<file path="src/rtl/main_fsm.sv">
// Multicycle control FSM for the ARM-subset core: steps each instruction through
// fetch/decode/execute/memory/writeback and drives datapath selects and raw strobes.
module main_fsm (
  input  logic       clk,
  input  logic       reset,
  input  logic [1:0] Op,
  input  logic [5:0] Funct,
  output logic       IRWrite,
  output logic       NextPC,
  output logic       AdrSrc,
  output logic [1:0] ALUSrcA,
  output logic [1:0] ALUSrcB,
  output logic [1:0] ResultSrc,
  output logic       ALUOp,
  output logic       RegW,
  output logic       MemW,
  output logic       Branch,
  output logic [3:0] state
);

  typedef enum logic [3:0] {
    S_FETCH    = 4'd0,
    S_DECODE   = 4'd1,
    S_MEMADR   = 4'd2,
    S_MEMREAD  = 4'd3,
    S_MEMWB    = 4'd4,
    S_MEMWRITE = 4'd5,
    S_EXECUTER = 4'd6,
    S_EXECUTEI = 4'd7,
    S_ALUWB    = 4'd8,
    S_BRANCH   = 4'd9
  } state_t;

  // Kept as a plain vector so codes 10-15 are representable and recoverable.
  logic [3:0] state_q;
  state_t     state_d;
  logic       held;
  logic       strobe_en;

  logic       irwrite_raw;
  logic       nextpc_raw;
  logic       regw_raw;
  logic       memw_raw;
  logic       branch_raw;

  // cmd bits are decoded by decode_alu, not here.
  logic       unused_cmd;
  assign unused_cmd = ^Funct[4:1];

  // held spends the first edge after reset release in FETCH, so the FETCH
  // strobes are issued for exactly one full cycle.
  always_ff @(posedge clk or posedge reset) begin
    if (reset) begin
      state_q <= S_FETCH;
      held    <= 1'b1;
    end else if (held) begin
      held    <= 1'b0;
    end else begin
      state_q <= state_d;
    end
  end

  always_comb begin
    state_d = S_FETCH;
    case (state_q)
      S_FETCH:    state_d = S_DECODE;
      S_DECODE: begin
        case (Op)
          2'b00:   state_d = Funct[5] ? S_EXECUTEI : S_EXECUTER;
          2'b01:   state_d = S_MEMADR;
          2'b10:   state_d = S_BRANCH;
          default: state_d = S_FETCH;
        endcase
      end
      S_MEMADR:   state_d = Funct[0] ? S_MEMREAD : S_MEMWRITE;
      S_MEMREAD:  state_d = S_MEMWB;
      S_MEMWB:    state_d = S_FETCH;
      S_MEMWRITE: state_d = S_FETCH;
      S_EXECUTER: state_d = S_ALUWB;
      S_EXECUTEI: state_d = S_ALUWB;
      S_ALUWB:    state_d = S_FETCH;
      S_BRANCH:   state_d = S_FETCH;
      default:    state_d = S_FETCH;
    endcase
  end

  always_comb begin
    irwrite_raw = 1'b0;
    nextpc_raw  = 1'b0;
    AdrSrc      = 1'b0;
    ALUSrcA     = 2'b00;
    ALUSrcB     = 2'b00;
    ResultSrc   = 2'b00;
    ALUOp       = 1'b0;
    regw_raw    = 1'b0;
    memw_raw    = 1'b0;
    branch_raw  = 1'b0;
    case (state_q)
      S_FETCH: begin
        ALUSrcA     = 2'b01;
        ALUSrcB     = 2'b10;
        ResultSrc   = 2'b10;
        irwrite_raw = 1'b1;
        nextpc_raw  = 1'b1;
      end
      S_DECODE: begin
        ALUSrcA   = 2'b01;
        ALUSrcB   = 2'b10;
        ResultSrc = 2'b10;
      end
      S_MEMADR: begin
        ALUSrcB = 2'b01;
      end
      S_MEMREAD: begin
        AdrSrc = 1'b1;
      end
      S_MEMWB: begin
        ResultSrc = 2'b01;
        regw_raw  = 1'b1;
      end
      S_MEMWRITE: begin
        AdrSrc   = 1'b1;
        memw_raw = 1'b1;
      end
      S_EXECUTER: begin
        ALUOp = 1'b1;
      end
      S_EXECUTEI: begin
        ALUSrcB = 2'b01;
        ALUOp   = 1'b1;
      end
      S_ALUWB: begin
        regw_raw = 1'b1;
      end
      S_BRANCH: begin
        ALUSrcB    = 2'b01;
        ResultSrc  = 2'b10;
        branch_raw = 1'b1;
      end
      default: begin
        irwrite_raw = 1'b0;
      end
    endcase
  end

  // Strobes are suppressed during reset and during the post-release hold edge.
  assign strobe_en = ~reset & ~held;
  assign IRWrite   = irwrite_raw & strobe_en;
  assign NextPC    = nextpc_raw  & strobe_en;
  assign RegW      = regw_raw    & strobe_en;
  assign MemW      = memw_raw    & strobe_en;
  assign Branch    = branch_raw  & strobe_en;
  assign state     = state_q;

  a_strobe_onehot: assert property (@(posedge clk) disable iff (reset)
    $onehot0({RegW, MemW, Branch}));

  a_aluop_exec_only: assert property (@(posedge clk) disable iff (reset)
    ALUOp |-> (state_q == S_EXECUTER || state_q == S_EXECUTEI));

endmodule

</file>
<file path="config.mk">
export PLATFORM = sky130hd
export DESIGN_NAME = main_fsm
export DESIGN_NICKNAME = d
export VERILOG_FILES = /design/src/rtl/main_fsm.sv
export SDC_FILE = /design/constraint.sdc
export NUM_CORES = 1
export LEC_CHECK = 0
export ABC_AREA = 1
export CORE_AREA = 2 2 39 41
export CTS_CLUSTER_DIAMETER = 50
export DETAILED_ROUTE_END_ITERATION = 8
export DIE_AREA = 0 0 41 43
export PLACE_DENSITY_LB_ADDON = 0.15
export RECOVER_POWER = 25
export SYNTH_ARGS = -nofsm -noshare
export SYNTH_HDL_FRONTEND = slang
export SYNTH_SLANG_ARGS = --single-unit
</file>
<file path="constraint.sdc">
create_clock -name clk -period 2.9 [get_ports clk]
set_clock_uncertainty 0.05 [all_clocks]
set_input_delay 0.58 -clock clk [delete_from_list [all_inputs] [get_ports clk]]
set_output_delay 0.58 -clock clk [all_outputs]
set_load 0.01 [all_outputs]
</file>
* Word level (Yosys, flattened, before mapping)
Cells that the tools add are included.
** Word-level totals
- Bits of input ports :: 10
- Logic and storage cells :: 41
- Output and inout port bits :: 17
- Flip-flop bits (word level) :: 5
** Operators by class
- Multiplexer cells :: 13
- Equal/unequal tests :: 11
- Reduce and logical (&&, ||, !) cells :: 8
- Bitwise operators :: 7
** Operators with widths (number)
- case mux 4 bit (5 select lines) :: 1
- == test 4 x 3 -> 1 bit (second input constant) :: 4
- case mux 4 bit (3 select lines) :: 1
- == test 4 x 2 -> 1 bit (second input constant) :: 2
- == test 4 bit (second input constant) :: 2
- two-way mux 1 bit :: 8
- case mux 2 bit (2 select lines) :: 2
- OR reduction 2 bit :: 4
- OR reduction 3 bit :: 2
- bitwise AND 1 bit :: 5
- == test 4 x 1 -> 1 bit (second input constant) :: 1
- zero test 4 bit :: 1
- two-way mux 3 bit :: 1
- == test 2 x 1 -> 1 bit (second input constant) :: 1
- == test 2 bit (second input constant) :: 1
- zero test 2 bit :: 1
- NOT 1 bit :: 2

* Longest topological paths before layout
Gate-level depths: netlist of the first run.
- Depth in word-level cells :: 4
- Gate-level depth with buffers :: 7

* Worst setup path before layout of the first run
OpenSTA, ideal clock, no wires.
- Path type :: input to output
- Start point :: input port reset
- End point :: output port NextPC
- Slack :: 1.127 ns
- Stages :: 4
- Arrival time :: 1.143 ns
- Cells stage by stage :: nor2_1 nand3_1 nor2_1 buf_4
** Between the ends
- Longest elaborated chain between the ends :: 3
** RTL lines
- from (decl) :: RTL line 5 : input logic reset,
- NOT 1 bit :: RTL line 147 : assign strobe_en = ~reset & ~held;
- bitwise AND 1 bit :: RTL line 147
- bitwise AND 1 bit
- to (decl) :: RTL line 9 : output logic NextPC,
No other way between the ends.

* Worst setup path in the final report of the first run
- Start point :: input port reset
- End point :: output port IRWrite
** Between the ends
- Longest elaborated chain between the ends :: 3
** RTL lines
- NOT 1 bit :: RTL line 147
- bitwise AND 1 bit :: RTL line 147
- bitwise AND 1 bit :: RTL line 148 : assign IRWrite = irwrite_raw & strobe_en;
- to (decl) :: RTL line 8 : output logic IRWrite,
No other way between the ends.

==> results of run 1 <==
==> cells by family (layout without fill, tap and decap cells) <==
kind of cell	Yosys count	count (layout)	synth area share [%]
compound gates	5	5	6.04
buf+inv	14	36	16.3
flops	5	5	30.5
other cells	1	2	0.905
simple gates	42	42	46.2
==> synthesized netlist by cell type <==
cell type | count | area, µm²
o21ai_0 | 3 | 15.0
nor2_4 | 2 | 22.5
dfrtp_1 | 4 | 100
inv_1 | 10 | 37.5
conb_1 | 1 | 3.75
nand3_1 | 10 | 50.1
o21ai_1 | 1 | 5.00
nand4_1 | 1 | 6.26
nor3_1 | 1 | 5.00
nor2_2 | 1 | 6.26
buf_4 | 2 | 15.0
nor2_1 | 9 | 33.8
inv_2 | 1 | 3.75
a21oi_1 | 1 | 5.00
nand2_1 | 18 | 67.6
dfstp_2 | 1 | 26.3
buf_6 | 1 | 11.3
==> area by class of cell <==
| cell class | count | area (µm²) | area share, % |
|---|---|---|---|
| multi-input cells | 49 | 221 | 34.3 |
| inverters | 11 | 41.3 | 6.40 |
| clock buffers | 4 | 26.3 | 4.07 |
| flip-flops and latches | 5 | 126 | 19.6 |
| well taps | 16 | 20.0 | 3.10 |
| repair buffers | 21 | 210 | 32.6 |
==> worst register-to-register path, stage by stage (launching register included) <==
cell and delay [ns]:
dfrtp_1 0.60, inv_2 0.07, nor2_1 0.16, nand3_1 0.09, o21ai_1 0.09, nand2_1 0.06, nand2_1 0.06
==> cell usage in the layout, fill, tap and decap left out, drive strengths merged <==
master,synthesis,layout
clkdlybuf4s50,0,21
nand2,18,18
nor2,12,12
inv,11,11
nand3,10,10
dfrtp,4,4
o21ai,4,4
clkbuf,0,4
conb,1,2
nand4,1,1
nor3,1,1
a21oi,1,1
dfstp,1,1
==> registers in the layout, summed over array words and instances, names as in the netlist <==
signal and flops:
held 1, state 4
==> per-layer routing <==
metal	routed length, µm	track usage [%]	up-vias
li1	-	-	250
met1	434	19.4	203
met2	507	21.3	19
met3	66	1.57	0
met4	0	6.00	0
met5	0	0	-
==> how the worst max path moves through the flow <==
stage,startpoint,endpoint,slack (ns),cells past startpoint
floorplan,reset,NextPC,1.13,4
global placement,reset,IRWrite,0.29,5
detailed placement,reset,IRWrite,0.31,5
CTS,reset,IRWrite,0.31,5
global route,reset,IRWrite,0.24,5
finish,reset,IRWrite,0.32,5
==> metrics by stage <==
stage | cell area (µm²) | worst slack (ns) | total power [µW] | util, % | cells
after floorplan | 418 | 1.13 | 390 | - | 68
after global routing | 646 | 0.238 | 745 | 46.7 | 106
after CTS | 648 | 0.306 | 691 | 46.8 | 106
after global placement | 622 | 0.292 | 606 | 44.9 | 102
final | 646 | 0.318 | 676 | 46.7 | 106
after detailed placement | 622 | 0.307 | 607 | 44.9 | 102
==> where the power goes <==
| part | leakage, µW | total [µW] | internal [µW] | switching (µW) |
|---|---|---|---|---|
| logic | 0.000236 | 443 | 230 | 213 |
| registers | 0.0000628 | 156 | 95.6 | 60.2 |
| clock network | 0.0000150 | 77.7 | 51.9 | 25.9 |
==> impl_metrics.yaml, run 1 <==
outcome:
  status: "completed"
clock_network:
  cts.sinks: 5
  clk_pin_slew_worst_paths_ns: 0.04
  root_buffer: "clkbuf_4"
  h-tree-depth: 1
  cts_tree: "built"
  worstSkewPairLatency_ns: 0.23
  ctsResizeCount: 0
  hold_buffers: 0
  clockBufferDepth: 2
  cts_made_buffers: 3
  post_cts.repair.setup_buffers: 0
cells_and_area:
  fillers: 160
  diodes: 0
  drive_gt1_share_pct: 7.78
  final_nets: 101
  area_growth_pct: 55.9
die:
  start_util_pct: 29.9
  dieArea_mm2: 0.00176
  die_w_um: 41
  die_y_um: 43
  core_area_mm2: 0.00138
  row_count: 14
  io-pin-count: 27
critical_path:
  reg2reg_slack_ns: 1.66
  worstPathCellList: "clkdlybuf4s50_1 -> nor2_1 -> nand3_1 -> nor2_1 -> clkdlybuf4s50_1"
  crit_arrival_ns: 1.95
  rr_endpoint: "state[1]"
  required_ns: 2.27
  critPathKind: "primary input to output port"
  end_kind: "output port"
  max_stage_delay_ns: 0.55
  crit_slowest_cell: "clkdlybuf4s50_1"
  worst-r2r-cell-count: 6
  critPathLaunchType: "primary input"
  worst-path-max-fanout: 2
  rr_startpoint: "state[1]"
  critPathBufInv: 2
  crit_family: "buffers and inverters"
route:
  drtIter0Drc: 20
  wirelength_mm: 1.01
  firstDrtPassIters: 4
  detail_route.wl_per_cell_um: 9.51
  drc: 0
  final_antenna_net_count: 0
  vias: 472
  routed_via_density: 4.45
power:
  leakagePower_uw: 0.000314
  powerDensity_mw_per_mm2: 1050
  peakVddDrop_mv: 0.420
sta:
  min_period_ns: 2.58
  grt_setup_unrepaired: "false"
  fin_crit_sh_pct: 89.0
  fin_tns_setup_ns: 0
  finalMaxSlewViolations: 0
  holdWs_ns: 0.469
  max_freq_mhz: 387
  hold_viol_final: 0
  setup_violations: 0
yosys:
  syn_area_per_cell_um2: 6.18
  synthCells: 67
  syn_area_um2: 414
  ys_ff_latch: 5
  ys_seq_area_share_pct: 30.5
  synth_warnings: 0
  synthDistinctLibCells: 17
hold_path:
  holdPathEnd: "state[2]"
  min-delay-start: "held"
  min_delay_path_depth: 2
  hp-class: "flop to flop"
global_route:
  track_usage_pct: 14.1
  grt_pass1_vias: 429
  grt-ovfl-total: 0
  grt_antenna_before_repair: 0
  grt_pass1_wl_mm: 1.73
  grt_max_degree: 13
placement:
  hpwl_um: 848
  gp_congestion: 0.759
  io_buffers: 21
flow_run:
  cap_violations: 0
(Power assumes the default switching activity.)
==> inputs of run 2 (changes only) <==
- HOLD_SLACK_MARGIN: not set -> 0.05
==> results of run 2 <==
No change in the layout: final DEF, timing and power equal those of run 1.
==> inputs of run 3 (changes only) <==
- ABC_AREA: 1 -> not set
- CTS_CLUSTER_DIAMETER: 50 -> 30
==> run 3 against run 2 <==
  * Fmax down 5.0%
  * Sequential share of layout area increased by 0.43 points
  * Combinational power is 16% lower
  * Sequential cell count unchanged
  * Wire length is 3.1% lower
  * Worst setup slack worse by 0.13 ns
  * Non-clock buffer count increased by 1
  * Area after synthesis is 2.1% lower
  * Via count is 9.5% lower
  * Total power decreased by 5.7%
  * Utilization fell by 0.99 points
  * Highest routed layer unchanged
==> impl_metrics.yaml, run 3 <==
outcome:
  status: "completed"
cells_and_area:
  diodes: 0
  seq_area_um2: 126
  drive_gt1_share_pct: 10.0
  layout_common_cells: "19 x clkdlybuf4s50_1, 6 x nor3_1, 4 x nor2_1, 4 x dfrtp_1"
  fillers: 159
  area_growth_pct: 55.9
  multiInputGateArea_um2: 238
  final_nets: 81
  finalInstanceArea_um2: 632
  final_common_cell: "clkdlybuf4s50_1"
  largest_reg_flops: 4
power:
  powerDensity_mw_per_mm2: 1010
  peakVddDrop_mv: 0.525
  leakagePower_uw: 0.000250
  total_power_uw: 638
sta:
  setup_violations: 0
  finalMaxSlewViolations: 0
  hold_viol_final: 0
  min_period_ns: 2.72
  fin_tns_setup_ns: 0
  max_freq_mhz: 368
  grt_setup_unrepaired: "false"
  slew_headroom_pct: 63.1
  fin_crit_sh_pct: 93.7
  tightestPinTransition_ns: 0.554
placement:
  io_buffers: 21
  hpwl_um: 675
  dpl-instance-area_um2: 609
  gp_congestion: 0.674
clock_network:
  h-tree-depth: 1
  root_buffer: "clkbuf_4"
  clk_pin_slew_worst_paths_ns: 0.04
  cts.sinks: 5
  ctsResizeCount: 0
  worstSkewPairLatency_ns: 0.25
  cts_made_buffers: 3
  cts_tree: "built"
  post_cts.repair.setup_buffers: 0
  hold_buffers: 0
  clockBufferDepth: 2
critical_path:
  worst-path-max-fanout: 3
  crit_arrival_ns: 2.09
  critPathKind: "primary input to output port"
  max_stage_delay_ns: 0.58
  crit_slowest_cell: "clkdlybuf4s50_1"
  end_kind: "output port"
  worstPathCellList: "dlygate4sd3_1 -> inv_1 -> nand3_1 -> nor3_1 -> clkdlybuf4s50_1"
  critPathLaunchType: "primary input"
  required_ns: 2.27
flow_run:
  cap_violations: 0
die:
  dieArea_mm2: 0.00176
  die_y_um: 43
  core_area_mm2: 0.00138
  die_w_um: 41
  start_util_pct: 29.3
  row_count: 14
  io-pin-count: 27
global_route:
  track_usage_pct: 13.6
  grt_max_degree: 18
  grt_pass1_vias: 397
  grt-ovfl-total: 0
  grt_antenna_before_repair: 0
  grt_pass1_wl_mm: 1.61
yosys:
  synthCells: 49
  ys_seq_area_share_pct: 31.2
  async_flop_share_pct: 100
  synth_warnings: 0
  ys_ff_latch: 5
  synth-edff-count: 0
  synth_flop_cell: "dfrtp_1"
  synthTopCellsByCount: "6 x nor3_1, 4 x dfrtp_1, 4 x nor2_1"
  netlist_top_cells_area: "dfrtp_1 25%, nor3_1 7.4%, dfstp_2 6.5%"
  syn_area_um2: 405
  yosys.cell_count.top_type: "nor3_1"
  synth_largest_area_cell: "dfrtp_1"
  yosys.area.top_type_share_pct: 24.7
  syn_area_per_cell_um2: 8.27
  synthDistinctLibCells: 29
route:
  detail_route.wl_per_cell_um: 11.4
  firstDrtPassIters: 2
  drc: 0
  drtIter0Drc: 8
  vias: 427
  wirelength_um: 977
  routed_via_density: 4.97
  final_antenna_net_count: 0
hold_path:
  hp-class: "flop to flop"
==> run 3: cell types whose count changed after synthesis, moves of 2 or more <==
cell,delta
buf_2,+3
inv_1,-8
nand2_1,-15
nand3_1,-9
nor2_1,-5
nor2_4,-2
nor3_1,+5
nor4b_1,+2
o21ai_0,-2
o31ai_1,+2
==> run 3: area by class of cell <==
cell class                      instances  share of cell area (%)
Clock buffer                            4                    4.16
Inverter                                2                    1.19
Multi-Input combinational cell         37                    37.6
Sequential cell                         5                    20.0
Tap cell                               16                    3.17
Timing Repair Buffer                   22                    33.9
==> run 3: cells by family after synthesis <==
group / Yosys count / synth area share, %
compound gates: 9 / 16.7
xor+xnor: 2 / 4.32
buf+inv: 8 / 11.1
flops: 5 / 31.2
mux: 1 / 2.47
other cells: 1 / 0.925
simple gates: 23 / 33.3
==> run 3: path summary, 6_finish.rpt <==
kind	end	slack (ns)	cells after the start	startpoint
max	IRWrite	0.18	5	reset
min	state[2]	0.50	2	held
max reg2reg	state[3]	1.57	2	state[3]
min reg2reg	state[2]	0.50	2	held
max in group asynchronous	held	1.73	3	reset
min in group asynchronous	state[0]	0.79	3	reset
==> run 3: worst max-delay path: cells and delay by family <==
kind | cells | cell delay [ns]
buffers and inverters | 3 | 1.23
AND/OR/NAND/NOR | 2 | 0.28
==> run 3: power breakdown <==
group	internal, µW	total [µW]	switching, µW	leakage [µW]
combinational	230	370	140	0.000173
clock	52.0	80.8	28.8	0.0000150
sequential	93.6	186	92.7	0.0000628
==> run 3: per-stage QoR <==
step	instances	hold WS, ns	setup slack (ns)	utilization (%)
2_1_floorplan	50	0.316	0.920	-
6_report	86	0.505	0.183	45.7
3_3_place_gp	82	0.485	0.300	44.0
4_1_cts	86	0.511	0.305	45.9
5_1_grt	86	0.545	0.0972	45.7
3_5_place_dp	82	0.485	0.303	44.0
==> run 3: routing by layer <==
layer	share of wire [%]	track usage (%)	vias to the layer above
met5	0	0	-
met1	47	16.0	197
met3	7.4	5.24	0
met2	46	20.9	15
li1	-	-	215
met4	0	6.00	0
